===== src/rtl/mem_stage.sv =====
// mem_stage: memory-access stage between EX and WB. Holds one instruction,
// waits for the data-SRAM response, extends load data, feeds WB and bypass.
// Ports:
//   clk, resetn              clock, synchronous active-low reset
//   ex_to_mem_valid/_bus     instruction from EX (195 bits)
//   mem_allow_in             MEM can accept from EX
//   mem_to_wb_valid/_bus     instruction to WB (188 bits)
//   wb_allow_in              WB can accept
//   data_sram_data_ok/rdata  data-SRAM response and read data
//   wb_flush                 WB exception or ertn taken
//   mem_to_id_bus            {fwd_we, fwd_dest, fwd_data, load_wait}
//   mem_ex                   exception/ertn pending in MEM
module mem_stage #(
   parameter int EX_BUS_W = 195,
   parameter int WB_BUS_W = 188
) (
   input  logic                clk,
   input  logic                resetn,
   input  logic                ex_to_mem_valid,
   input  logic [EX_BUS_W-1:0] ex_to_mem_bus,
   output logic                mem_allow_in,
   output logic                mem_to_wb_valid,
   output logic [WB_BUS_W-1:0] mem_to_wb_bus,
   input  logic                wb_allow_in,
   input  logic                data_sram_data_ok,
   input  logic [31:0]         data_sram_rdata,
   input  logic                wb_flush,
   output logic [38:0]         mem_to_id_bus,
   output logic                mem_ex
);

   typedef enum logic [1:0] {
      S_IDLE  = 2'd0,
      S_HOLD  = 2'd1,
      S_WAIT  = 2'd2,
      S_DRAIN = 2'd3
   } state_t;

   state_t              r_state;
   state_t              w_state_nxt;
   logic                r_discard;
   logic                w_discard_nxt;
   // mem_req (bit 0) is only needed at acceptance
   logic [EX_BUS_W-1:1] r_bus;
   logic [31:0]         r_ld_hold;

   logic        w_valid;
   logic        w_req_wait;
   logic        w_ok_own;
   logic        w_ready_go;
   logic        w_accept;
   logic        w_leave;
   logic        w_in_req;

   logic        w_ertn;
   logic [5:0]  w_ex_type;
   logic [31:0] w_alu;
   logic        w_gr_we;
   logic [4:0]  w_dest;
   logic        w_res_mem;
   logic [4:0]  w_ld_op;

   logic [31:0] w_word;
   logic [7:0]  w_byte;
   logic [15:0] w_half;
   logic [31:0] w_ld_data;
   logic [31:0] w_final;
   logic        w_fwd_we;
   logic        w_load_wait;

   assign w_ertn    = r_bus[115];
   assign w_ex_type = r_bus[114:109];
   assign w_alu     = r_bus[108:77];
   assign w_gr_we   = r_bus[76];
   assign w_dest    = r_bus[75:71];
   assign w_res_mem = r_bus[6];
   assign w_ld_op   = r_bus[5:1];

   // Only a clean memory instruction has a response in flight
   assign w_in_req = ex_to_mem_bus[0] & ~|ex_to_mem_bus[114:109];

   assign w_valid    = (r_state == S_HOLD) | (r_state == S_WAIT);
   assign w_req_wait = (r_state == S_WAIT);
   // A response owed to a flushed load is swallowed first
   assign w_ok_own   = data_sram_data_ok & ~r_discard;
   assign w_ready_go = ~w_req_wait | w_ok_own;

   assign mem_allow_in = ~w_valid | (w_ready_go & wb_allow_in);
   assign w_accept     = ex_to_mem_valid & mem_allow_in;
   assign w_leave      = w_valid & w_ready_go & wb_allow_in;

   always_comb begin
      w_discard_nxt = (r_discard & ~data_sram_data_ok)
                    | (wb_flush & w_req_wait & ~w_ok_own);
      w_state_nxt   = r_state;
      if (wb_flush) begin
         w_state_nxt = w_discard_nxt ? S_DRAIN : S_IDLE;
      end else if (w_accept) begin
         w_state_nxt = w_in_req ? S_WAIT : S_HOLD;
      end else if (w_leave) begin
         w_state_nxt = w_discard_nxt ? S_DRAIN : S_IDLE;
      end else if (w_req_wait & w_ok_own) begin
         w_state_nxt = S_HOLD;
      end else if (!w_valid) begin
         w_state_nxt = w_discard_nxt ? S_DRAIN : S_IDLE;
      end
   end

   always_ff @(posedge clk) begin
      if (!resetn) begin
         r_state   <= S_IDLE;
         r_discard <= 1'b0;
         r_bus     <= '0;
         r_ld_hold <= '0;
      end else begin
         r_state   <= w_state_nxt;
         r_discard <= w_discard_nxt;
         if (w_accept) begin
            r_bus <= ex_to_mem_bus[EX_BUS_W-1:1];
         end
         if (w_req_wait & w_ok_own) begin
            r_ld_hold <= data_sram_rdata;
         end
      end
   end

   // Live SRAM data while waiting, held copy once the response is in
   assign w_word = w_req_wait ? data_sram_rdata : r_ld_hold;
   assign w_half = w_alu[1] ? w_word[31:16] : w_word[15:0];

   always_comb begin
      w_byte = w_word[7:0];
      unique case (w_alu[1:0])
         2'd0: w_byte = w_word[7:0];
         2'd1: w_byte = w_word[15:8];
         2'd2: w_byte = w_word[23:16];
         2'd3: w_byte = w_word[31:24];
      endcase
   end

   always_comb begin
      w_ld_data = w_word;
      unique case (1'b1)
         w_ld_op[0]: w_ld_data = {{24{w_byte[7]}}, w_byte};
         w_ld_op[1]: w_ld_data = {24'd0, w_byte};
         w_ld_op[2]: w_ld_data = {{16{w_half[15]}}, w_half};
         w_ld_op[3]: w_ld_data = {16'd0, w_half};
         default:    w_ld_data = w_word;
      endcase
   end

   // Faulting instructions keep the address for badvaddr
   assign w_final = (w_res_mem & ~|w_ex_type) ? w_ld_data : w_alu;

   assign mem_to_wb_valid = w_valid & w_ready_go & ~wb_flush;
   assign mem_to_wb_bus   = {r_bus[194:109], w_final, r_bus[76:7]};

   assign w_fwd_we      = w_valid & w_gr_we & (w_dest != 5'd0);
   assign w_load_wait   = w_valid & w_res_mem & ~w_ready_go;
   assign mem_to_id_bus = {w_fwd_we, w_dest, w_final, w_load_wait};

   assign mem_ex = w_valid & (|w_ex_type | w_ertn);

endmodule


===== config.mk =====
export PLATFORM = sky130hd
export DESIGN_NAME = mem_stage
export DESIGN_NICKNAME = d
export VERILOG_FILES = /design/src/rtl/mem_stage.sv
export SDC_FILE = /design/constraint.sdc
export NUM_CORES = 1
export LEC_CHECK = 0
export BUFFER_PORTS_ARGS = -buffer_cell sky130_fd_sc_hd__buf_2
export CAP_MARGIN = 5
export CORE_AREA = 2 2 179 181
export DETAILED_ROUTE_END_ITERATION = 10
export DIE_AREA = 0 0 181 183
export GPL_TIMING_DRIVEN = 0
export PLACE_DENSITY_LB_ADDON = 0.1
export RECOVER_POWER = 25
export SLEW_MARGIN = 0
export SYNTH_ARGS = -nofsm -noshare
export SYNTH_HDL_FRONTEND = slang
export SYNTH_SLANG_ARGS = --single-unit

===== constraint.sdc =====
create_clock -name clk -period 3.4 [get_ports clk]
set_input_delay 0.34 -clock clk [delete_from_list [all_inputs] [get_ports clk]]
set_output_delay 0.34 -clock clk [all_outputs]
set_load 0.01 [all_outputs]

==> summary.txt <==
Logic pwr share - 16.1%
Final Hold Fails - 0
Post-synthesis sequential area ratio - 40.5%
DR WL/cell - 16.2 microns
Num rows - 65
HP Start - ex_to_mem_bus[68]
Fin cells - 2355
Worst Max-Slew Pin Slew - 948 ps
Worst skew pair latency - 540 ps
Setup crit start - r_state[0]$_SDFFE_PN0P_
Unrepaired setup endpoints after global routing - yes
First-pass GRT wire length - 57500 microns
Nets - 2157
Synth warn - 0
CTS tree - done
Syn nets - 1662
Tcrit/Tclk final - 97.9%
Root Buffer - clkbuf_16
Largest net degree at the start of global routing - 14
Core box area - 31200 sq um
Vias in the first global route - 10161
Max Root-Sink Buffers - 3
Final WS setup - 70.8 ps
Outcome - completed
Max Clock Skew - 18.4 ps
Die height - 183 microns
Netlist cell types - 45
CTS clock-pin slew for the worst setup and hold paths - 60 ps
Initial antenna violation count - 17
Post-synthesis cell count - 1428
CP cell instances - inv_2, ha_4, buf_8, mux2_4, mux4_2, buf_4, nand2_1, a221oi_1, a21o_1, buf_4, buf_2
Input/output buffers - 460
Async set-reset flop share out of synthesis - 0%
Global-route usage over all layers - 22.1%
Power per standard cell area - 477 nW/um^2
Gr ovfl total - 0
Flop pwr share - 40.3%
Syn-to-layout area delta - 33.8%
Critical Path AT - 2990 ps
Via count - 10718
Layout cells sized above 1 - 33.8%
Sw Ratio - 26.1%
Maxcap violations - 0
Reg2reg start - r_state[0]$_SDFFE_PN0P_
Hold-fix buffers at CTS - 0
Setup-failing EPs final - 0
Hold Crit Class - input pin to register
Crit path top cell by count - buf_4
Crit-path slowest cell - mux4_2
Final WL - 38300 microns
Slew Limit Fails - 0
Largest stage delay, worst path - 520 ps
DR vias/cell - 4.55
Max Clk Rate - 300 MHz
Post-synth top cells - 474 x nand2_1, 228 x dfxtp_1, 227 x a21boi_0, 195 x buf_4, 73 x clkbuf_1
Placer Congestion - 0.924
Antenna viol nets, final - 0
# placed instances - 2290
I/O pin cnt - 463
Critical path class - register to primary output
Pint - 5.32 mW
Required @ worst endpoint - 3060 ps
Total Power - 7.19 mW
Initial Util - 36.1%
Drt pass-1 iters - 5
Worst setup EP type - primary output
Leading area contributor after synthesis - dfxtp_1
Cell Area, Synth - 11300 sq um
H-tree levels - 1
Element type at the critical path start - register
DRC errors left - 0
Fillcell total - 3319
Synth top area cells - dfxtp_1 40%, nand2_1 16%, a21boi_0 15%
Critical path fanouts, max - 5
NetSw - 1.88 mW
Clk pwr share - 43.7%
Syn Area/Cell - 7.90 sq um
Die width - 181 microns
LEAKAGE - 6.82 nW
Die ar. - 33100 sq um
Worst slew margin - 36.8%
IR drop worst, VDD - 0.316 mV
EDFF count, synth - 0
Synth Flop Type - dfxtp_1
Most instantiated library cell after synthesis - nand2_1
Clock sinks - 228
Synth Register Bits - 228
Share of the synthesized area in the top cell type - 40.5%
Post-Place Worst Slack - -37.0 ps
Num CTS Buffers - 27
DRT iter0 DRCs - 508
Min Tclk post-route - 3330 ps
Dpl hpwl - 30000 microns
## what timing repair did
| action | 4_1_cts | 5_1_grt |
|---|---|---|
| buffers inserted | 5 | 2 |
| endpoints found under the setup margin | 70 | 60 |
| cloned | 1 | 0 |
| pin swaps | 1 | 0 |
| gates resized for setup | 19 | 18 |
## registers in the layout, indices dropped and copies added, names as in the netlist
register and count:
r_ld_hold 32, r_discard 1, r_bus 193, r_state 2
## layout by cell type, fill, tap and decap left out, drive strengths merged, types with 5 or more instances in the layout
cell and n:
a221oi 8, nand2 474, inv 5, a31oi 6, buf 571, a21boi 227
a211oi 5, a21oi 26, nor3 7, dfxtp 228, mux2 15, diode 11
o21ai 18, a21o 6, mux2i 20, clkbuf 224, nor2 57
## stage by stage
step	hold slack [ps]	area, sq um	util, %	setup TNS, ps
2_1_floorplan	441	11300	-	0
3_5_place_dp	456	14100	45.1	-161
3_3_place_gp	448	14100	45.1	0
4_1_cts	17.8	15200	48.5	-0.502
5_1_grt	34.3	15100	48.3	-2.36
6_report	40.6	15100	48.3	0
## final timing paths
kind                              to  slack (ps)  depth (start not counted)
max                mem_to_wb_bus[84]          70                         11
min           r_bus[68]$_SDFFE_PN0P_          40                          3
max reg2reg  r_bus[187]$_SDFFE_PN0P_         380                          9
min reg2reg  r_bus[154]$_SDFFE_PN0P_         460                          2
## layout make-up
class / instances / area [sq um] / area share (%)
Tap cell: 402 / 503 / 3.33
Multi-Input combinational cell: 906 / 4930 / 32.6
Inverter: 4 / 16.3 / 0.108
Antenna cell: 11 / 27.5 / 0.182
Timing Repair Buffer: 468 / 2220 / 14.7
Buffer: 288 / 1860 / 12.3
Sequential cell: 228 / 4570 / 30.3
Clock buffer: 39 / 811 / 5.37
Clock inverter: 9 / 159 / 1.05
## routing by layer
layer / track usage (%) / routed length, microns
met5: 0 / 63
met4: 4.91 / 812
met3: 7.68 / 3590
met2: 38.0 / 18300
met1: 26.8 / 15500
## kinds of logic (layout without fill, tap and decap cells)
kind of cell	Yosys count	after routing	share of synthesized area (%)
and+or+nand+nor	562	562	19.5
AOI/OAI and AO/OA	306	306	19.6
buffers and inverters	294	808	16.6
DFF	228	228	40.5
muxes	37	37	3.70
adders and majority gates	1	1	0.111
other	0	11	0
## power groups by stage
stage	logic [mW]	registers, mW	clock network (mW)
6_report	1.16	2.90	3.14
5_1_grt	1.29	2.91	3.33
4_1_cts	1.19	2.90	3.22
3_5_place_dp	1.17	2.95	0
3_3_place_gp	1.17	2.95	0
2_1_floorplan	0.700	2.93	0
## critical path, delay by kind of cell, from the launching register on
kind / cells / cell delay [ps]
multiplexers: 2 / 830
buffers and inverters: 5 / 600
AO/OA/AOI/OAI: 2 / 360
flip-flops: 1 / 310
adder cells (fa/ha/maj): 1 / 180
AND/OR/NAND/NOR: 1 / 180
Note: power is estimated with default switching activity, not from simulation.
